File: config.mk
export PLATFORM = sky130hd
export DESIGN_NAME = writeback_unit_flat
export DESIGN_NICKNAME = d
export VERILOG_FILES = /design/src/rtl/writeback_unit_if.sv /design/src/rtl/writeback_unit.sv /design/src/flat_wrapper.sv
export SDC_FILE = /design/constraint.sdc
export NUM_CORES = 1
export LEC_CHECK = 0
export ABC_AREA = 1
export BUFFER_PORTS_ARGS = -buffer_cell sky130_fd_sc_hd__buf_2
export CORE_AREA = 4 4 105 132
export DETAILED_ROUTE_END_ITERATION = 8
export DIE_AREA = 0 0 109 136
export PLACE_DENSITY = 0.84
export SLEW_MARGIN = 20
export SYNTH_ARGS = -nofsm -noshare
export SYNTH_HDL_FRONTEND = slang
export SYNTH_SLANG_ARGS = --single-unit
File: constraint.sdc
create_clock -name clk -period 7.73 [get_ports clk]
set_input_delay 1.546 -clock clk [delete_from_list [all_inputs] [get_ports clk]]
set_output_delay 1.546 -clock clk [all_outputs]
set_load 0.05 [all_outputs]
File: src/rtl/writeback_unit_if.sv
// Register-file write-side bundle: pipeline and MDU result handshakes, MDU issue
// notifications, the two write ports and the pending-destination mask.
interface writeback_unit_if #(
  parameter int unsigned DATA_W = 16,
  parameter int unsigned ADDR_W = 4
);
  logic              pipe_valid;
  logic              pipe_ready;
  logic              pipe_dual;
  logic [ADDR_W-1:0] pipe_rd1;
  logic [ADDR_W-1:0] pipe_rd2;
  logic [DATA_W-1:0] pipe_data1;
  logic [DATA_W-1:0] pipe_data2;

  logic              mdu_valid;
  logic              mdu_ready;
  logic              mdu_dual;
  logic [ADDR_W-1:0] mdu_rd1;
  logic [ADDR_W-1:0] mdu_rd2;
  logic [DATA_W-1:0] mdu_data1;
  logic [DATA_W-1:0] mdu_data2;

  logic              mdu_issue;
  logic              mdu_issue_dual;
  logic [ADDR_W-1:0] mdu_issue_rd1;
  logic [ADDR_W-1:0] mdu_issue_rd2;

  logic              reg_write;
  logic              write_op2;
  logic [ADDR_W-1:0] write_reg1;
  logic [ADDR_W-1:0] write_reg2;
  logic [DATA_W-1:0] write_data1;
  logic [DATA_W-1:0] write_data2;

  logic [(2**ADDR_W)-1:0] pending_mask;

  modport master (
    output pipe_valid, pipe_dual, pipe_rd1, pipe_rd2, pipe_data1, pipe_data2,
    output mdu_valid, mdu_dual, mdu_rd1, mdu_rd2, mdu_data1, mdu_data2,
    output mdu_issue, mdu_issue_dual, mdu_issue_rd1, mdu_issue_rd2,
    input  pipe_ready, mdu_ready,
    input  reg_write, write_op2, write_reg1, write_reg2, write_data1, write_data2,
    input  pending_mask
  );

  modport slave (
    input  pipe_valid, pipe_dual, pipe_rd1, pipe_rd2, pipe_data1, pipe_data2,
    input  mdu_valid, mdu_dual, mdu_rd1, mdu_rd2, mdu_data1, mdu_data2,
    input  mdu_issue, mdu_issue_dual, mdu_issue_rd1, mdu_issue_rd2,
    output pipe_ready, mdu_ready,
    output reg_write, write_op2, write_reg1, write_reg2, write_data1, write_data2,
    output pending_mask
  );
endinterface

File: src/rtl/writeback_unit.sv
// Merges WB-stage and buffered MDU results onto the register file write ports,
// with a starvation guard for the MDU and a pending-destination scoreboard.
module writeback_unit #(
  parameter int unsigned DATA_W       = 16,
  parameter int unsigned ADDR_W       = 4,
  parameter int unsigned FIFO_DEPTH   = 2,
  parameter int unsigned STARVE_LIMIT = 4
) (
  input logic clk,
  input logic rst,
  writeback_unit_if.slave bus
);

  localparam int unsigned PTR_W = $clog2(FIFO_DEPTH);
  localparam int unsigned CNT_W = $clog2(FIFO_DEPTH + 1);
  localparam int unsigned STV_W = $clog2(STARVE_LIMIT + 1);
  localparam int unsigned NREG  = 2 ** ADDR_W;

  typedef struct packed {
    logic              dual;
    logic [ADDR_W-1:0] rd1;
    logic [ADDR_W-1:0] rd2;
    logic [DATA_W-1:0] data1;
    logic [DATA_W-1:0] data2;
  } entry_t;

  entry_t            fifo_q [FIFO_DEPTH];
  logic [PTR_W-1:0]  wr_ptr_q, wr_ptr_d;
  logic [PTR_W-1:0]  rd_ptr_q, rd_ptr_d;
  logic [CNT_W-1:0]  cnt_q, cnt_d;
  logic [STV_W-1:0]  stv_q, stv_d;

  logic              reg_write_q, reg_write_d;
  logic              write_op2_q, write_op2_d;
  logic              src_mdu_q, src_mdu_d;
  logic [ADDR_W-1:0] write_reg1_q, write_reg1_d;
  logic [ADDR_W-1:0] write_reg2_q, write_reg2_d;
  logic [DATA_W-1:0] write_data1_q, write_data1_d;
  logic [DATA_W-1:0] write_data2_q, write_data2_d;
  logic [NREG-1:0]   pending_q, pending_d;

  logic   empty, full, starve;
  logic   pipe_ready_int, mdu_ready_int;
  logic   grant_pipe, grant_fifo, enq;
  logic [NREG-1:0] set_vec, clr_vec;
  entry_t pipe_e, mdu_e, sel_e;

  assign pipe_e = '{dual: bus.pipe_dual, rd1: bus.pipe_rd1, rd2: bus.pipe_rd2,
                    data1: bus.pipe_data1, data2: bus.pipe_data2};
  assign mdu_e  = '{dual: bus.mdu_dual, rd1: bus.mdu_rd1, rd2: bus.mdu_rd2,
                    data1: bus.mdu_data1, data2: bus.mdu_data2};

  // Arbitration uses only registered state, so both readies are stable in-cycle.
  assign empty          = (cnt_q == CNT_W'(0));
  assign full           = (cnt_q == CNT_W'(FIFO_DEPTH));
  assign starve         = !empty && (stv_q >= STV_W'(STARVE_LIMIT));
  assign pipe_ready_int = rst && !starve;
  assign mdu_ready_int  = rst && !full;
  assign grant_pipe     = bus.pipe_valid && pipe_ready_int;
  assign grant_fifo     = rst && !grant_pipe && !empty;
  assign enq            = bus.mdu_valid && mdu_ready_int;
  assign sel_e          = grant_pipe ? pipe_e : fifo_q[rd_ptr_q];

  always_comb begin
    wr_ptr_d      = wr_ptr_q;
    rd_ptr_d      = rd_ptr_q;
    cnt_d         = cnt_q;
    stv_d         = stv_q;
    reg_write_d   = 1'b0;
    write_op2_d   = 1'b0;
    src_mdu_d     = 1'b0;
    write_reg1_d  = write_reg1_q;
    write_reg2_d  = write_reg2_q;
    write_data1_d = write_data1_q;
    write_data2_d = write_data2_q;
    set_vec       = '0;
    clr_vec       = '0;

    if (enq)        wr_ptr_d = wr_ptr_q + PTR_W'(1);
    if (grant_fifo) rd_ptr_d = rd_ptr_q + PTR_W'(1);
    case ({enq, grant_fifo})
      2'b10:   cnt_d = cnt_q + CNT_W'(1);
      2'b01:   cnt_d = cnt_q - CNT_W'(1);
      default: cnt_d = cnt_q;
    endcase

    // Count consecutive losses of a waiting MDU entry.
    if (empty || grant_fifo) begin
      stv_d = '0;
    end else if (grant_pipe && (stv_q < STV_W'(STARVE_LIMIT))) begin
      stv_d = stv_q + STV_W'(1);
    end

    if (grant_pipe || grant_fifo) begin
      reg_write_d   = 1'b1;
      write_op2_d   = sel_e.dual;
      src_mdu_d     = grant_fifo;
      write_reg1_d  = sel_e.rd1;
      write_reg2_d  = sel_e.rd2;
      write_data1_d = sel_e.data1;
      write_data2_d = sel_e.data2;
    end

    // Pending bits clear when the MDU write commits; a same-edge issue wins.
    if (reg_write_q && src_mdu_q) begin
      clr_vec[write_reg1_q] = 1'b1;
      if (write_op2_q) clr_vec[write_reg2_q] = 1'b1;
    end
    if (bus.mdu_issue) begin
      set_vec[bus.mdu_issue_rd1] = 1'b1;
      if (bus.mdu_issue_dual) set_vec[bus.mdu_issue_rd2] = 1'b1;
    end
    pending_d = (pending_q & ~clr_vec) | set_vec;
  end

  always_ff @(posedge clk or negedge rst) begin
    if (!rst) begin
      wr_ptr_q      <= '0;
      rd_ptr_q      <= '0;
      cnt_q         <= '0;
      stv_q         <= '0;
      reg_write_q   <= 1'b0;
      write_op2_q   <= 1'b0;
      src_mdu_q     <= 1'b0;
      write_reg1_q  <= '0;
      write_reg2_q  <= '0;
      write_data1_q <= '0;
      write_data2_q <= '0;
      pending_q     <= '0;
    end else begin
      wr_ptr_q      <= wr_ptr_d;
      rd_ptr_q      <= rd_ptr_d;
      cnt_q         <= cnt_d;
      stv_q         <= stv_d;
      reg_write_q   <= reg_write_d;
      write_op2_q   <= write_op2_d;
      src_mdu_q     <= src_mdu_d;
      write_reg1_q  <= write_reg1_d;
      write_reg2_q  <= write_reg2_d;
      write_data1_q <= write_data1_d;
      write_data2_q <= write_data2_d;
      pending_q     <= pending_d;
    end
  end

  // Buffer storage needs no reset; occupancy is tracked by the pointers.
  always_ff @(posedge clk) begin
    if (enq) fifo_q[wr_ptr_q] <= mdu_e;
  end

  assign bus.pipe_ready   = pipe_ready_int;
  assign bus.mdu_ready    = mdu_ready_int;
  assign bus.reg_write    = reg_write_q;
  assign bus.write_op2    = write_op2_q;
  assign bus.write_reg1   = write_reg1_q;
  assign bus.write_reg2   = write_reg2_q;
  assign bus.write_data1  = write_data1_q;
  assign bus.write_data2  = write_data2_q;
  assign bus.pending_mask = pending_q;

endmodule

File: src/flat_wrapper.sv
// flat-port wrapper written by rule: the top's interface ports become plain ports
module writeback_unit_flat 
#(
  parameter int unsigned DATA_W       = 16,
  parameter int unsigned ADDR_W       = 4,
  parameter int unsigned FIFO_DEPTH   = 2,
  parameter int unsigned STARVE_LIMIT = 4
)
  (clk, rst, bus_pipe_valid, bus_pipe_dual, bus_pipe_rd1, bus_pipe_rd2, bus_pipe_data1, bus_pipe_data2, bus_mdu_valid, bus_mdu_dual, bus_mdu_rd1, bus_mdu_rd2, bus_mdu_data1, bus_mdu_data2, bus_mdu_issue, bus_mdu_issue_dual, bus_mdu_issue_rd1, bus_mdu_issue_rd2, bus_pipe_ready, bus_mdu_ready, bus_reg_write, bus_write_op2, bus_write_reg1, bus_write_reg2, bus_write_data1, bus_write_data2, bus_pending_mask);
  writeback_unit_if #(.DATA_W(DATA_W), .ADDR_W(ADDR_W)) bus_i ();
  input logic clk;
  input logic rst;
  input wire logic [$bits(bus_i.pipe_valid)-1:0] bus_pipe_valid;
  input wire logic [$bits(bus_i.pipe_dual)-1:0] bus_pipe_dual;
  input wire logic [$bits(bus_i.pipe_rd1)-1:0] bus_pipe_rd1;
  input wire logic [$bits(bus_i.pipe_rd2)-1:0] bus_pipe_rd2;
  input wire logic [$bits(bus_i.pipe_data1)-1:0] bus_pipe_data1;
  input wire logic [$bits(bus_i.pipe_data2)-1:0] bus_pipe_data2;
  input wire logic [$bits(bus_i.mdu_valid)-1:0] bus_mdu_valid;
  input wire logic [$bits(bus_i.mdu_dual)-1:0] bus_mdu_dual;
  input wire logic [$bits(bus_i.mdu_rd1)-1:0] bus_mdu_rd1;
  input wire logic [$bits(bus_i.mdu_rd2)-1:0] bus_mdu_rd2;
  input wire logic [$bits(bus_i.mdu_data1)-1:0] bus_mdu_data1;
  input wire logic [$bits(bus_i.mdu_data2)-1:0] bus_mdu_data2;
  input wire logic [$bits(bus_i.mdu_issue)-1:0] bus_mdu_issue;
  input wire logic [$bits(bus_i.mdu_issue_dual)-1:0] bus_mdu_issue_dual;
  input wire logic [$bits(bus_i.mdu_issue_rd1)-1:0] bus_mdu_issue_rd1;
  input wire logic [$bits(bus_i.mdu_issue_rd2)-1:0] bus_mdu_issue_rd2;
  output wire logic [$bits(bus_i.pipe_ready)-1:0] bus_pipe_ready;
  output wire logic [$bits(bus_i.mdu_ready)-1:0] bus_mdu_ready;
  output wire logic [$bits(bus_i.reg_write)-1:0] bus_reg_write;
  output wire logic [$bits(bus_i.write_op2)-1:0] bus_write_op2;
  output wire logic [$bits(bus_i.write_reg1)-1:0] bus_write_reg1;
  output wire logic [$bits(bus_i.write_reg2)-1:0] bus_write_reg2;
  output wire logic [$bits(bus_i.write_data1)-1:0] bus_write_data1;
  output wire logic [$bits(bus_i.write_data2)-1:0] bus_write_data2;
  output wire logic [$bits(bus_i.pending_mask)-1:0] bus_pending_mask;
  assign bus_i.pipe_valid = bus_pipe_valid;
  assign bus_i.pipe_dual = bus_pipe_dual;
  assign bus_i.pipe_rd1 = bus_pipe_rd1;
  assign bus_i.pipe_rd2 = bus_pipe_rd2;
  assign bus_i.pipe_data1 = bus_pipe_data1;
  assign bus_i.pipe_data2 = bus_pipe_data2;
  assign bus_i.mdu_valid = bus_mdu_valid;
  assign bus_i.mdu_dual = bus_mdu_dual;
  assign bus_i.mdu_rd1 = bus_mdu_rd1;
  assign bus_i.mdu_rd2 = bus_mdu_rd2;
  assign bus_i.mdu_data1 = bus_mdu_data1;
  assign bus_i.mdu_data2 = bus_mdu_data2;
  assign bus_i.mdu_issue = bus_mdu_issue;
  assign bus_i.mdu_issue_dual = bus_mdu_issue_dual;
  assign bus_i.mdu_issue_rd1 = bus_mdu_issue_rd1;
  assign bus_i.mdu_issue_rd2 = bus_mdu_issue_rd2;
  assign bus_pipe_ready = bus_i.pipe_ready;
  assign bus_mdu_ready = bus_i.mdu_ready;
  assign bus_reg_write = bus_i.reg_write;
  assign bus_write_op2 = bus_i.write_op2;
  assign bus_write_reg1 = bus_i.write_reg1;
  assign bus_write_reg2 = bus_i.write_reg2;
  assign bus_write_data1 = bus_i.write_data1;
  assign bus_write_data2 = bus_i.write_data2;
  assign bus_pending_mask = bus_i.pending_mask;
  writeback_unit #(.DATA_W(DATA_W), .ADDR_W(ADDR_W), .FIFO_DEPTH(FIFO_DEPTH), .STARVE_LIMIT(STARVE_LIMIT)) u_core (.clk(clk), .rst(rst), .bus(bus_i));
endmodule
# Word level (Yosys, flattened, before mapping)

Memories as Yosys holds them, arrays and structs flattened.
Cells that the tools add are included.

Bits in registers: 66
RAM bits: 82
Input port bits: 96
Output and inout bits: 60
Word-level logic and storage cells: 79
Memories: 1

Add/subtract/negate cells: 5
Order comparisons: 10
Equality and inequality tests: 3
Multiplexer cells: 21
Bitwise gates (word level): 5
Reduce and logical (&&, ||, !) cells: 22

Memory list:

| memory        | depth | bits a word | read ports | clocked after Yosys merged registers in | wr ports | RTL line             | text |
|---|---|---|---|---|---|---|---|
| u_core.fifo_q | 2     | 41          | 1          | 0                                       | 1        | writeback_unit.sv:27 | `entry_t fifo_q [FIFO_DEPTH];` |

Operators with widths:

| operator                                                           | count |
|---|---|
| 2-to-1 mux 16 bit                                                  | 4 |
| bitwise OR 16 bit                                                  | 3 |
| 2-to-1 mux 41 bit                                                  | 1 |
| less-than comparator 4 x 5 -> 1 bit (second input constant)        | 4 |
| bitwise AND 16 bit                                                 | 1 |
| demux 1 bit (select 4 bit)                                         | 4 |
| greater-or-equal comparator 4 x 1 -> 1 bit (second input constant) | 4 |
| inverter 16 bit                                                    | 1 |
| logical AND 1 bit                                                  | 13 |
| 2-to-1 mux 1 bit                                                   | 9 |
| 2-to-1 mux 3 bit                                                   | 2 |
| == test 2 bit (second input constant)                              | 2 |
| zero test 1 bit                                                    | 4 |
| one-hot mux 2 bit (2 select lines)                                 | 1 |
| nonzero test 2 bit                                                 | 2 |
| adder 3 x 1 -> 3 bit (second input constant)                       | 1 |
| greater-or-equal comparator 3 bit (second input constant)          | 1 |
| less-than comparator 3 bit (second input constant)                 | 1 |
| adder 1 bit (second input constant)                                | 2 |
| adder 2 x 1 -> 2 bit (second input constant)                       | 1 |
| == test 2 x 1 -> 1 bit (second input constant)                     | 1 |
| zero test 2 bit                                                    | 1 |
| logical OR 1 bit                                                   | 2 |
| subtractor 2 x 1 -> 2 bit (second input constant)                  | 1 |

# Longest topological paths before layout

Word-level depth: 11
Gate-level depth with buffers: 8
Gate-level depth less buffers: 8

# Least setup slack after synthesis

Ideal clock, no wire load.

Path kind: input -> register
From: input port rst
To: memory u_core.fifo_q[0][0] (netlist name) (enable)
Arrival: 4.491 ns
Path slack: 2.800 ns
Cell stages on the path: 4
Buffers on the path: 0
Cell sequence: inv_1 > a21oi_1 > nand2_1 > nor2_1

Word-level cells in the longest chain between the ends: 4

RTL lines:

| what                                   | RTL line              | text |
|---|---|---|
| start, declared                        | flat_wrapper.sv:12    | `input logic rst;` |
| logical AND 1 bit                      | writeback_unit.sv:58  | `assign mdu_ready_int = rst && !full;` |
| via bus_mdu_ready                      | flat_wrapper.sv:30    | `output wire logic [$bits(bus_i.mdu_ready)-1:0] bus_mdu_ready;` |
| logical AND 1 bit                      | writeback_unit.sv:61  | `assign enq = bus.mdu_valid && mdu_ready_int;` |
| 2-to-1 mux 1 bit                       | writeback_unit.sv:148 | `if (enq) fifo_q[wr_ptr_q] <= mdu_e;` |
| 2-to-1 mux 1 bit (implied by the code) | writeback_unit.sv:148 |  |
| end, declared                          | writeback_unit.sv:27  |  |

The timed path passes the listed nets, and every way through them passes these cells.

# Final worst setup path

From: input port rst
To: output port bus_mdu_ready

Word-level cells in the longest chain between the ends: 1

RTL lines:

| what              | RTL line |
|---|---|
| logical AND 1 bit | writeback_unit.sv:58 |
| end, declared     | flat_wrapper.sv:30 |

No other way between the ends.

==> flow_summary.ini <==
[detailed_routing]
drt_iter0_drc = 412
wl_um = 16800
viasPerCell = 5.24
antenna_left = 0
num_vias = 5589
firstDrtPassIters = 5
drc_errors = 0
wl_per_cell_um = 15.7

[clock_tree]
holdBufCountCts = 0
cts-htree-levels = 4
cts_buffer_depth = 2
cts_buffers = 17
cts-root-buf = clkbuf_16
clk-insertion-delay-late_ns = 0.41
cts_sinks = 148
post_cts.repair.setup_buffers = 0
ctsResizeCount = 0
clk_pin_slew_ns = 0.06
cts_tree = built

[critical_path]
r2r-end = u_core.bus.write_data1[5]
worstPathRequired_ns = 6.18
critical_path_arrival_ns = 2.79
r2r_cells = 6
critPathCaptureType = output pin
r2r_start = u_core.cnt_q[1]
crit_start = rst
worstSetupPathType = primary input to output pin
crit_fanout = 54
r2r_slack_ns = 5.04
worstSetupStartpointType = primary input

[placed_design]
portBuffers = 155
place_ws_ns = 3.41
place_congestion = 0.870
hpwlAfterDp_um = 10800

[min_path]
min_path_cells = 2
min_from = u_core.bus.pending_mask[13]
hp-class = flop to flop
timing.hold.worst_endpoint = u_core.bus.pending_mask[13]

[synth]
ys_warn_count = 0
synth_simple_gate_area_share_pct = 26.3
synth_area_um2 = 6800
ys_ff_latch = 148
synth-xor-area-share_pct = 0.644
yosys.area_share.adder_pct = 0.368
synth_cell_types = 24
syn_nets = 840
synth_top_family_by_area = simple AND/OR/NAND/NOR gates
synthMuxAreaShare_pct = 0
syn_inst = 742
syn_avg_cell_area_um2 = 9.16
synth_compound_area_share_pct = 6.00
ys_seq_area_share_pct = 60.5

[layout]
syn2layout_area_growth_pct = 23.0
finalNetCount = 982
drive_above_1_share_pct = 26.3
fill_cells = 1040

[timing]
report.final.slew_viol_count = 0
fin_crit_sh_pct = 56.1
tightest_slew_ns = 1.00
tns_ns = 0
period_needed_ns = 4.33
max_freq_mhz = 231
clock_skew_ns = 0.00626
rsz0062_at_grt = false
finalWorstSetupSlack_ns = 3.40
final_hold_viol_count = 0
slew_headroom_pct = 33.0
finalSetupViolCount = 0

[floorplan]
die_w_um = 109
core.rowCount = 46
start_util_pct = 53.9
die_y_um = 136
die_area_um2 = 14800
io_pins = 156
coreArea_um2 = 12600

[pwr]
switching_share_pct = 41.1
pwr-share-comb_pct = 35.7
p_clk_share_pct = 27.6
switchingPower_uw = 1330
intPower_uw = 1900
leakage_uw = 0.00387
p_per_area_nw_per_um2 = 386
ir_drop_uv = 220
p_seq_share_pct = 36.6

[global_routing]
grt_pass1_wl_um = 26800
grt.overflow.total = 0
antenna_found_initial = 1
grt.total_usage_pct = 23.5
grt_max_degree = 63
grt_pass1_vias = 5553

[run_status]
outcome = finished, final reports clean

[run]
maxCapViolations = 0
per-layer routing:
metal  wire, µm  global-route usage [%]  vias to the layer above
li1           -                       -                     2738
met1       6670                    28.0                     2616
met2       8680                    40.6                      208
met3       1170                    6.98                       25
met4        221                    7.37                        2
met5         13                       0                        -
power groups by stage:
stage               clock network [µW]  registers [µW]  logic, µW
finish                             893            1180       1150
global route                       943            1210       1250
CTS                                900            1180       1160
detailed placement                   0            1190       1150
global placement                     0            1190       1130
floorplan                            0            1590        440
critical path, stage by stage:
cell     delay [ns]
buf_4          0.49
inv_1          0.21
a21oi_1        0.23
buf_2          0.30
per-stage QoR:
step / power, µW / area [µm²] / hold slack, ns / utilization (%) / instances
finish: 3230 / 8360 / 0.465 / 66.3 / 1067
global route: 3410 / 8360 / 0.493 / 66.3 / 1065
CTS: 3240 / 8330 / 0.469 / 66.1 / 1064
detailed placement: 2350 / 7690 / 0.454 / 61.0 / 1032
global placement: 2320 / 7690 / 0.449 / 61.0 / 1032
floorplan: 2030 / 6800 / 0.510 / - / 742
flip-flops by register name, summed over array words and instances (netlist names):
signal                   cells
u_core.src_mdu_q             1
u_core.bus.pending_mask     16
u_core.bus.write_op2         1
u_core.stv_q                 3
u_core.wr_ptr_q              1
u_core.bus.write_reg2        4
u_core.bus.reg_write         1
u_core.fifo_q               82
u_core.cnt_q                 2
u_core.bus.write_data2      16
u_core.bus.write_reg1        4
u_core.rd_ptr_q              1
u_core.bus.write_data1      16
area by class of cell:
cell class              instances  area, µm²  area share, %
flip-flops and latches        148       4120           49.2
multi-input cells             486       2290           27.4
repair buffers                160        836           9.99
clock buffers                  20        437           5.22
inverters                      71        267           3.19
well taps                     168        210           2.51
clock inverters                12        204           2.44
diodes                          2       5.00         0.0598
kinds of logic after synthesis:
kind of cell	after synthesis
flops	148
compound gates	76
simple gates	403
xor+xnor	5
fa+ha+maj	2
buf+inv	108
synth_stat cells (all sizes together):
cell type / count / share of area [%]
nand2: 248 / 14
edfxtp: 82 / 36
inv: 71 / 3.9
o21ai: 67 / 5.0
dfrtp: 66 / 24
nand3: 53 / 3.9
nand4: 41 / 3.8
or2: 40 / 3.7
clkbuf: 21 / 1.2
nor2: 20 / 1.1
buf: 16 / 1.1
a21oi: 4 / 0.29
xor2: 3 / 0.39
a31oi: 2 / 0.40
ha: 2 / 0.37
xnor2: 2 / 0.26
a22oi: 1 / 0.11
nand3b: 1 / 0.11
o211ai: 1 / 0.11
o22ai: 1 / 0.092
cells in the final DEF (no fill, tap or decap), types with 2 or more instances in the layout:
cell type / count
a21oi_1: 4
buf_2: 154
buf_4: 5
bufinv_16: 5
clkbuf_1: 3
clkbuf_16: 17
clkinv_4: 3
clkinvlp_4: 2
dfrtp_1: 65
diode_2: 2
edfxtp_1: 82
ha_1: 2
inv_1: 69
inv_2: 2
nand2_1: 248
nand3_1: 52
nand4_1: 41
nor2_1: 18
nor2_4: 2
o21ai_0: 66
or2_2: 40
xnor2_1: 2
xor2_1: 3
how the worst max path moves through the flow:
stage,endpoint,cells after the start,slack (ns)
after global routing,bus_mdu_ready,4,3.22
after floorplan,u_core.fifo_q[0][0],4,2.80
after global placement,bus_mdu_ready,4,3.45
after CTS,bus_mdu_ready,4,3.38
after detailed placement,bus_mdu_ready,4,3.41
final,bus_mdu_ready,4,3.40
Power figures use the tool's default switching activity.
